## config.mk

```make
export PLATFORM = sky130hd
export DESIGN_NAME = pixel_sink
export DESIGN_NICKNAME = d
export VERILOG_FILES = /design/src/rtl/pixel_pkg.sv /design/src/rtl/pixel_fifo.sv /design/src/rtl/pixel_sink.sv
export SDC_FILE = /design/constraint.sdc
export NUM_CORES = 1
export LEC_CHECK = 0
export ABC_AREA = 0
export CORE_MARGIN = 2
export CORE_UTILIZATION = 40
export DETAILED_ROUTE_END_ITERATION = 6
export DONT_BUFFER_PORTS = 1
export SYNTH_ARGS = -nofsm -noshare
export SYNTH_HDL_FRONTEND = slang
export SYNTH_SLANG_ARGS = --single-unit
```

## constraint.sdc

```tcl
create_clock -name clk -period 7.95 [get_ports clk]
set_input_delay 1.59 -clock clk [delete_from_list [all_inputs] [get_ports clk]]
set_output_delay 1.59 -clock clk [all_outputs]
set_load 0.02 [all_outputs]
```

## src/rtl/pixel_pkg.sv

```systemverilog
// Shared types and constants for the pixel sink: screen defaults, address
// width, colour type and the sequencing state enum.
package pixel_pkg;

  localparam int SCREEN_W_DEF = 160;
  localparam int SCREEN_H_DEF = 120;
  localparam int ADDR_W       = 15;

  typedef logic [2:0] colour_t;

  // state | meaning
  // RUN   | accepting plots, writing them out as fbGrant allows
  // DRAIN | clear requested; plots refused, buffered plots flushed
  // CLEAR | writing colour 0 to every framebuffer address
  // DONE  | one-cycle clearDone pulse, then back to RUN
  typedef enum logic [1:0] {RUN, DRAIN, CLEAR, DONE} state_t;

endpackage

```

## src/rtl/pixel_fifo.sv

```systemverilog
// Small synchronous FIFO with a combinational head output (first-word
// fall-through), so a freshly pushed entry can be written the next cycle.
module pixel_fifo #(
  parameter int DEPTH = 4,
  parameter int WIDTH = 18,
  localparam int PTR_W = (DEPTH > 1) ? $clog2(DEPTH) : 1
) (
  input  logic             clk,
  input  logic             rst,
  input  logic             push,
  input  logic             pop,
  input  logic [WIDTH-1:0] din,
  output logic [WIDTH-1:0] dout,
  output logic             full,
  output logic             empty,
  output logic [PTR_W:0]   count
);

  logic [WIDTH-1:0] r_mem [DEPTH];
  logic [PTR_W-1:0] r_wr_ptr;
  logic [PTR_W-1:0] r_rd_ptr;
  logic [PTR_W:0]   r_count;
  logic             w_push;
  logic             w_pop;

  assign full   = (r_count == (PTR_W+1)'(DEPTH));
  assign empty  = (r_count == '0);
  assign count  = r_count;
  assign dout   = r_mem[r_rd_ptr];
  assign w_pop  = pop && !empty;
  assign w_push = push && (!full || w_pop);

  // Pointer and occupancy bookkeeping; depth is a power of two so pointers wrap naturally.
  always_ff @(posedge clk) begin
    if (rst) begin
      r_wr_ptr <= '0;
      r_rd_ptr <= '0;
      r_count  <= '0;
    end else begin
      if (w_push) r_wr_ptr <= r_wr_ptr + 1'b1;
      if (w_pop)  r_rd_ptr <= r_rd_ptr + 1'b1;
      case ({w_push, w_pop})
        2'b10:   r_count <= r_count + 1'b1;
        2'b01:   r_count <= r_count - 1'b1;
        default: r_count <= r_count;
      endcase
    end
  end

  // Storage array; contents need no reset since occupancy gates every read.
  always_ff @(posedge clk) begin
    if (w_push) r_mem[r_wr_ptr] <= din;
  end

endmodule

```

## src/rtl/pixel_sink.sv

```systemverilog
// Pixel sink: buffers producer plots into a small FIFO and writes them to the
// framebuffer when granted; on request, flushes the buffer and clears the frame.
module pixel_sink
  import pixel_pkg::*;
#(
  parameter int SCREEN_W   = SCREEN_W_DEF,
  parameter int SCREEN_H   = SCREEN_H_DEF,
  parameter int FIFO_DEPTH = 4
) (
  input  logic              clk,
  input  logic              resetn,
  input  logic              plotEn,
  input  logic [7:0]        plotX,
  input  logic [7:0]        plotY,
  input  colour_t           plotColour,
  output logic              plotReady,
  input  logic              clearReq,
  output logic              clearDone,
  input  logic              fbGrant,
  output logic              fbWe,
  output logic [ADDR_W-1:0] fbAddr,
  output colour_t           fbData,
  output logic [7:0]        dropCount
);

  localparam int ENTRY_W = ADDR_W + 3;
  localparam int CNT_W   = ((FIFO_DEPTH > 1) ? $clog2(FIFO_DEPTH) : 1) + 1;
  localparam logic [ADDR_W-1:0] LAST_ADDR = ADDR_W'(SCREEN_W * SCREEN_H - 1);

  state_t              r_state;
  state_t              w_state_nxt;
  logic [ADDR_W-1:0]   r_clr_cnt;
  logic [7:0]          r_drop;
  logic                w_in_range;
  logic                w_accept;
  logic                w_push;
  logic                w_pop;
  logic                w_clr_wr;
  logic                w_full;
  logic                w_empty;
  logic [CNT_W-1:0]    w_count;
  logic [ADDR_W-1:0]   w_plot_addr;
  logic [ENTRY_W-1:0]  w_head;

  assign w_in_range  = (int'(plotX) < SCREEN_W) && (int'(plotY) < SCREEN_H);
  assign w_plot_addr = ADDR_W'(plotY) * ADDR_W'(SCREEN_W) + ADDR_W'(plotX);

  // Ready depends only on registered state (and reset), never on plotEn.
  assign plotReady = !resetn && (r_state == RUN) && (w_count < CNT_W'(FIFO_DEPTH));
  assign w_accept  = plotEn && plotReady;
  assign w_push    = w_accept && w_in_range && !w_full;
  assign w_pop     = !resetn && ((r_state == RUN) || (r_state == DRAIN)) && !w_empty && fbGrant;
  assign w_clr_wr  = !resetn && (r_state == CLEAR) && fbGrant;

  assign fbWe      = w_pop || w_clr_wr;
  assign fbAddr    = w_clr_wr ? r_clr_cnt : w_head[ENTRY_W-1:3];
  assign fbData    = w_clr_wr ? colour_t'(3'b000) : w_head[2:0];
  assign clearDone = !resetn && (r_state == DONE);
  assign dropCount = r_drop;

  pixel_fifo #(
    .DEPTH (FIFO_DEPTH),
    .WIDTH (ENTRY_W)
  ) u_fifo (
    .clk   (clk),
    .rst   (resetn),
    .push  (w_push),
    .pop   (w_pop),
    .din   ({w_plot_addr, plotColour}),
    .dout  (w_head),
    .full  (w_full),
    .empty (w_empty),
    .count (w_count)
  );

  // Next-state decode for the run/drain/clear/done sequence.
  always_comb begin
    w_state_nxt = r_state;
    unique case (r_state)
      RUN:     if (clearReq) w_state_nxt = DRAIN;
      DRAIN:   if (w_empty) w_state_nxt = CLEAR;
      CLEAR:   if (w_clr_wr && (r_clr_cnt == LAST_ADDR)) w_state_nxt = DONE;
      DONE:    w_state_nxt = RUN;
      default: w_state_nxt = RUN;
    endcase
  end

  // State register and clear address counter; the counter only advances on granted clear writes.
  always_ff @(posedge clk) begin
    if (resetn) begin
      r_state   <= RUN;
      r_clr_cnt <= '0;
    end else begin
      r_state <= w_state_nxt;
      if (r_state == DRAIN)  r_clr_cnt <= '0;
      else if (w_clr_wr)     r_clr_cnt <= r_clr_cnt + 1'b1;
    end
  end

  // Saturating count of accepted plots that fell outside the frame.
  always_ff @(posedge clk) begin
    if (resetn) begin
      r_drop <= '0;
    end else if (w_accept && !w_in_range && (r_drop != 8'hFF)) begin
      r_drop <= r_drop + 1'b1;
    end
  end

endmodule

```

Word level (Yosys, flattened, before mapping)

Memory sizes are Yosys's and may differ from the RTL's. A register that Yosys moved wholly into a read port is not among the register bits.
Cells that the tools add are included.

$add $sub $neg: 7
Multiply operators: 1
$lt $le $gt $ge: 3
Equality and inequality tests: 11
Mux-type cells: 11
Reductions and logical operators: 29

Operators with widths:

| operator                                               | number |
|---|---|
| logical AND 1 bit                                      | 17 |
| adder 15 x 1 -> 15 bit (second input constant)         | 1 |
| adder 15 x 8 -> 15 bit                                 | 1 |
| == test 15 bit (second input constant)                 | 1 |
| two-way mux 15 bit                                     | 1 |
| multiplier 8 x 3 -> 10 bit (second input constant)     | 1 |
| two-way mux 2 bit                                      | 5 |
| adder 8 x 1 -> 8 bit (second input constant)           | 1 |
| < comparator 8 x 7 -> 1 bit (second input constant)    | 1 |
| < comparator 8 bit (second input constant)             | 1 |
| inequality test 8 bit (second input constant)          | 1 |
| case mux 2 bit (4 select lines)                        | 1 |
| == test 2 bit (second input constant)                  | 3 |
| case mux 3 bit (2 select lines)                        | 1 |
| adder 2 x 1 -> 2 bit (second input constant)           | 2 |
| == test 2 x 1 -> 1 bit (second input constant)         | 2 |
| zero test 1 bit                                        | 4 |
| inequality test 2 x 1 -> 1 bit (second input constant) | 2 |
| adder 3 x 1 -> 3 bit (second input constant)           | 1 |
| == test 3 bit (second input constant)                  | 1 |
| zero test 3 bit                                        | 1 |
| logical OR 1 bit                                       | 3 |
| < comparator 3 bit (second input constant)             | 1 |
| two-way mux 3 bit                                      | 1 |
| other kinds (7)                                        | 8 |

Register bits: 32
RAM bits: 72
Input bits: 24
Output and inout port bits: 29
Logic and storage cells: 69
Memories: 1

Memory list:

| memory       | words | bits a word | rd ports | clocked after Yosys merged registers in | wr ports | RTL line         | RTL |
|---|---|---|---|---|---|---|---|
| u_fifo.r_mem | 4     | 18          | 1        | 1                                       | 1        | pixel_fifo.sv:19 | `logic [WIDTH-1:0] r_mem [DEPTH];` |

Longest topological paths before layout

Depth after elaboration: 10
Gate-level depth with buffers: 11

Modules after synthesis

A second synthesis with hierarchy kept.

Cell total of the unflattened synthesis: 417
Area, all modules: 5119.9 um2

Modules (own cells, without submodules):

| module     | times used | cells an instance | area an instance (um2) | sequential area each (um2) |
|---|---|---|---|---|
| pixel_fifo | 1          | 153               | 3130.5                 | 2342.2 |
| pixel_sink | 1          | 264               | 1989.4                 | 500.5 |

Worst setup path before layout

Ideal clock, no wire load.

Kind: in2out
From: input port resetn
To: output port fbAddr[4]
Data arrival time: 2452 ps
Required time: 6360 ps
Path slack: 3908 ps
Cell stages on the path: 3
Buffers on the path: 1
Cell sequence: nand3b_4 buf_1 o21ai_0

Cells in the longest elaborated chain, start to end: 4

Ends and longest elaborated chain:

| item                           | RTL line         | RTL |
|---|---|---|
| start, declared                | pixel_sink.sv:11 | `input logic resetn,` |
| zero test 1 bit                | pixel_sink.sv:53 | `assign w_clr_wr = !resetn && (r_state == CLEAR) && fbGrant;` |
| logical AND 1 bit (2 in a row) | pixel_sink.sv:53 |  |
| two-way mux 15 bit             | pixel_sink.sv:56 | `assign fbAddr = w_clr_wr ? r_clr_cnt : w_head[ENTRY_W-1:3];` |
| end, declared                  | pixel_sink.sv:21 | `output logic [ADDR_W-1:0] fbAddr,` |

Every way passes these cells.

Worst setup path in the final report

From: input port resetn
To: output port fbAddr[5]

Same word-level chain as after synthesis.

==> flow_summary.yaml <==
pwr:
  p_seq_share_pct: 51.2
  p_total_mw: 1.22
  p_sw_mw: 0.324
  vdd_drop_max_v: 0.0000992
  power_density_nw_per_um2: 219
  p_leak_nw: 1.97
  power_frac_comb_pct: 15.1
  internal_power_mw: 0.898
  clkPwrFrac_pct: 33.6
  swShare_pct: 26.5
timing:
  fin_setup_tns_ns: 0
  fin_worst_skew_ns: 0.00579
  fin_crit_sh_pct: 53.1
  setup_viol: 0
  fin_crit_ns: 4.22
  hold_violations: 0
  tightest_slew_ns: 0.999
  slew_viol_final: 0
  max_slew_margin_pct: 33.4
  max_freq_ghz: 0.237
  grt_setup_unrepaired: "no"
clock_network:
  cts_setup_buffers: 0
  postCtsHoldBufs: 0
  cts-root-buf: "clkbuf_16"
  clock_path_buffers: 2
  clock-sinks: 106
  postCtsResizedCells: 0
  clock_latency_ns: 0.34
  cts_tree: "built"
  cts_buffers: 9
  clkTransAtPathRegs_ns: 0.07
  htreeDepth: 3
synthesis:
  syn-cell-area_sq_um: 5120
  synthCells: 405
  synth.avg_cell_area_sq_um: 12.6
  synth_area_leader_cell: "edfxtp_1"
  synth-seq-cells: 106
  synth_top_area_share_pct: 42.2
  synth_warnings: 0
  synth_edf_count: 72
  synthDistinctLibCells: 50
  synth.top_cells.by_count: "edfxtp_1, nand2_1, nor2_1"
  yosysSeqAreaShare_pct: 55.5
  synth_nets: 459
  synth-main-ff-cell: "edfxtp_1"
  ys_async_sr_fraction_pct: 0
  synth_area_leaders: "edfxtp_1, dfxtp_1, mux4_2, ha_1, nand2_1"
  synth_most_common_cell: "edfxtp_1"
worst_setup_path:
  cp_top_family: "simple AND/OR/NAND/NOR gates"
  startpoint_type: "input port"
  worstSetupPathType: "input port to output port"
  cp_max_fo: 27
  cp-end-kind: "output port"
  crit_chain: "and3b_1 > nand2_1 > nand2_1"
  cp_slowest_cell: "and3b_1"
  r2r_start: "r_state[0]"
  cp_data_arrival_time_ns: 2.63
  crit_start: "resetn"
  worstPathRequired_ns: 6.36
  crit_top_cell: "nand2_1"
  max_stage_delay_ns: 0.67
  r2r_setup_slack_ns: 5.38
  cp_num_buf_inv: 0
floorplan:
  rows: 41
  fp.dieW_um: 117
  initial_core_util_pct: 40.7
  dieArea_sq_um: 13700
  coreArea_sq_um: 12600
  die_h_um: 117
  ios: 53
routing:
  wire_per_inst_um: 15.9
  via_per_inst: 5.12
  drt-initial-drc-count: 221
  dr.pass1.iters: 4
  via_count: 2981
  routed_wl_mm: 9.23
  drtAntennaViolNets: 0
  route.detailed.drc: 0
placed_design:
  post-dp-hpwl_mm: 6.45
  gp_congestion: 0.829
  placed_cell_area_sq_um: 5280
  numPortBuffers: 0
cells_and_area:
  syn2layout_area_growth_pct: 8.72
  final_cell_area_sq_um: 5570
  multi_input_area_sq_um: 2150
  drive_gt1_share_pct: 11.2
  fillers: 1141
  final_nets: 459
  regArea_sq_um: 2840
  antenna_cells: 0
  fin_util_pct: 44.3
global_route:
  grt_use_total_pct: 14.2
  antenna_found_initial: 0
  grt_max_degree: 28
  grt_overflow_total: 0
  grt_pass1_vias: 2872
  grt_pass1_wl_mm: 14.5
job:
  max_cap_viol_count: 0
hold_path:
  hp-start: "u_fifo.count[1]"
  hp-class: "flop to flop"
status:
  outcome: "finished, final reports clean"
-- per-layer routing --
layer	share of wire [%]	up-vias	track usage (%)
met5	0	-	0
met4	1.5	0	5.57
met3	4.2	10	3.40
met2	49	57	22.8
met1	45	1460	18.9
li1	-	1454	-
-- cell families (layout without fill, tap and decap cells) --
logic type / count (synthesis) / after routing / share of synthesized area, %
adders and majority gates: 30 / 30 / 7.77
AOI/OAI and AO/OA: 29 / 29 / 3.64
buffers and inverters: 29 / 34 / 2.39
DFF: 106 / 106 / 55.5
xor gates and xnor gates: 31 / 31 / 5.30
and+or+nand+nor: 155 / 155 / 16.0
muxes: 25 / 25 / 9.38
-- cells in the final DEF (no fill, tap or decap), types with 10 or more instances in the layout --
cell type / netlist / final
mux4_2: 18 / 18
xnor2_1: 20 / 20
edfxtp_1: 72 / 72
nand2_1: 52 / 52
a21oi_1: 10 / 10
inv_1: 17 / 17
xor2_1: 11 / 11
dfxtp_1: 34 / 34
nor2_1: 40 / 40
ha_1: 27 / 27
-- registers in the layout, indices dropped and copies added, names as in the netlist, named ones only --
register	flops
dropCount	8
r_clr_cnt	15
r_state	2
u_fifo.count	3
u_fifo.r_mem	72
u_fifo.r_rd_ptr	2
u_fifo.r_wr_ptr	2
-- tightest hold or removal path: cells and delay by family (launching register included) --
kind / cells / cell delay [ns]
AOI/OAI and AO/OA: 1 / 0.07
and+or+nand+nor: 1 / 0.07
DFF: 1 / 0.35
-- per-stage QoR --
stage / setup slack, ns / hold WS (ns) / cells
4_1_cts: 3.72 / 0.522 / 582
3_5_place_dp: 3.72 / 0.505 / 566
6_report: 3.73 / 0.519 / 582
5_1_grt: 3.62 / 0.545 / 582
2_1_floorplan: 3.91 / 0.471 / 405
3_3_place_gp: 3.78 / 0.486 / 566
-- final timing paths --
check                                            to  cells past startpoint
worst max register to register  u_fifo.r_mem[0][13]                      5
worst max-delay path                      fbAddr[5]                      3
worst min-delay path                u_fifo.count[1]                      2
worst min register to register      u_fifo.count[1]                      2
-- cell type report --
| cell class | count | area share [%] |
|---|---|---|
| multi-input combinational | 270 | 38.7 |
| timing repair buffer | 1 | 0.135 |
| clock inverter | 6 | 0.967 |
| tap | 172 | 3.87 |
| sequential | 106 | 51.1 |
| inverter | 17 | 1.15 |
| clock buffer | 10 | 4.11 |
-- power by group through the flow --
stage,Sequential (mW),Clock [mW],Combinational (mW)
after floorplan,0.635,0,0.154
after global placement,0.637,0,0.182
after detailed placement,0.638,0,0.186
after CTS,0.625,0.424,0.187
after global routing,0.626,0.452,0.206
final,0.625,0.411,0.185
Note: power is estimated with default switching activity, not from simulation.
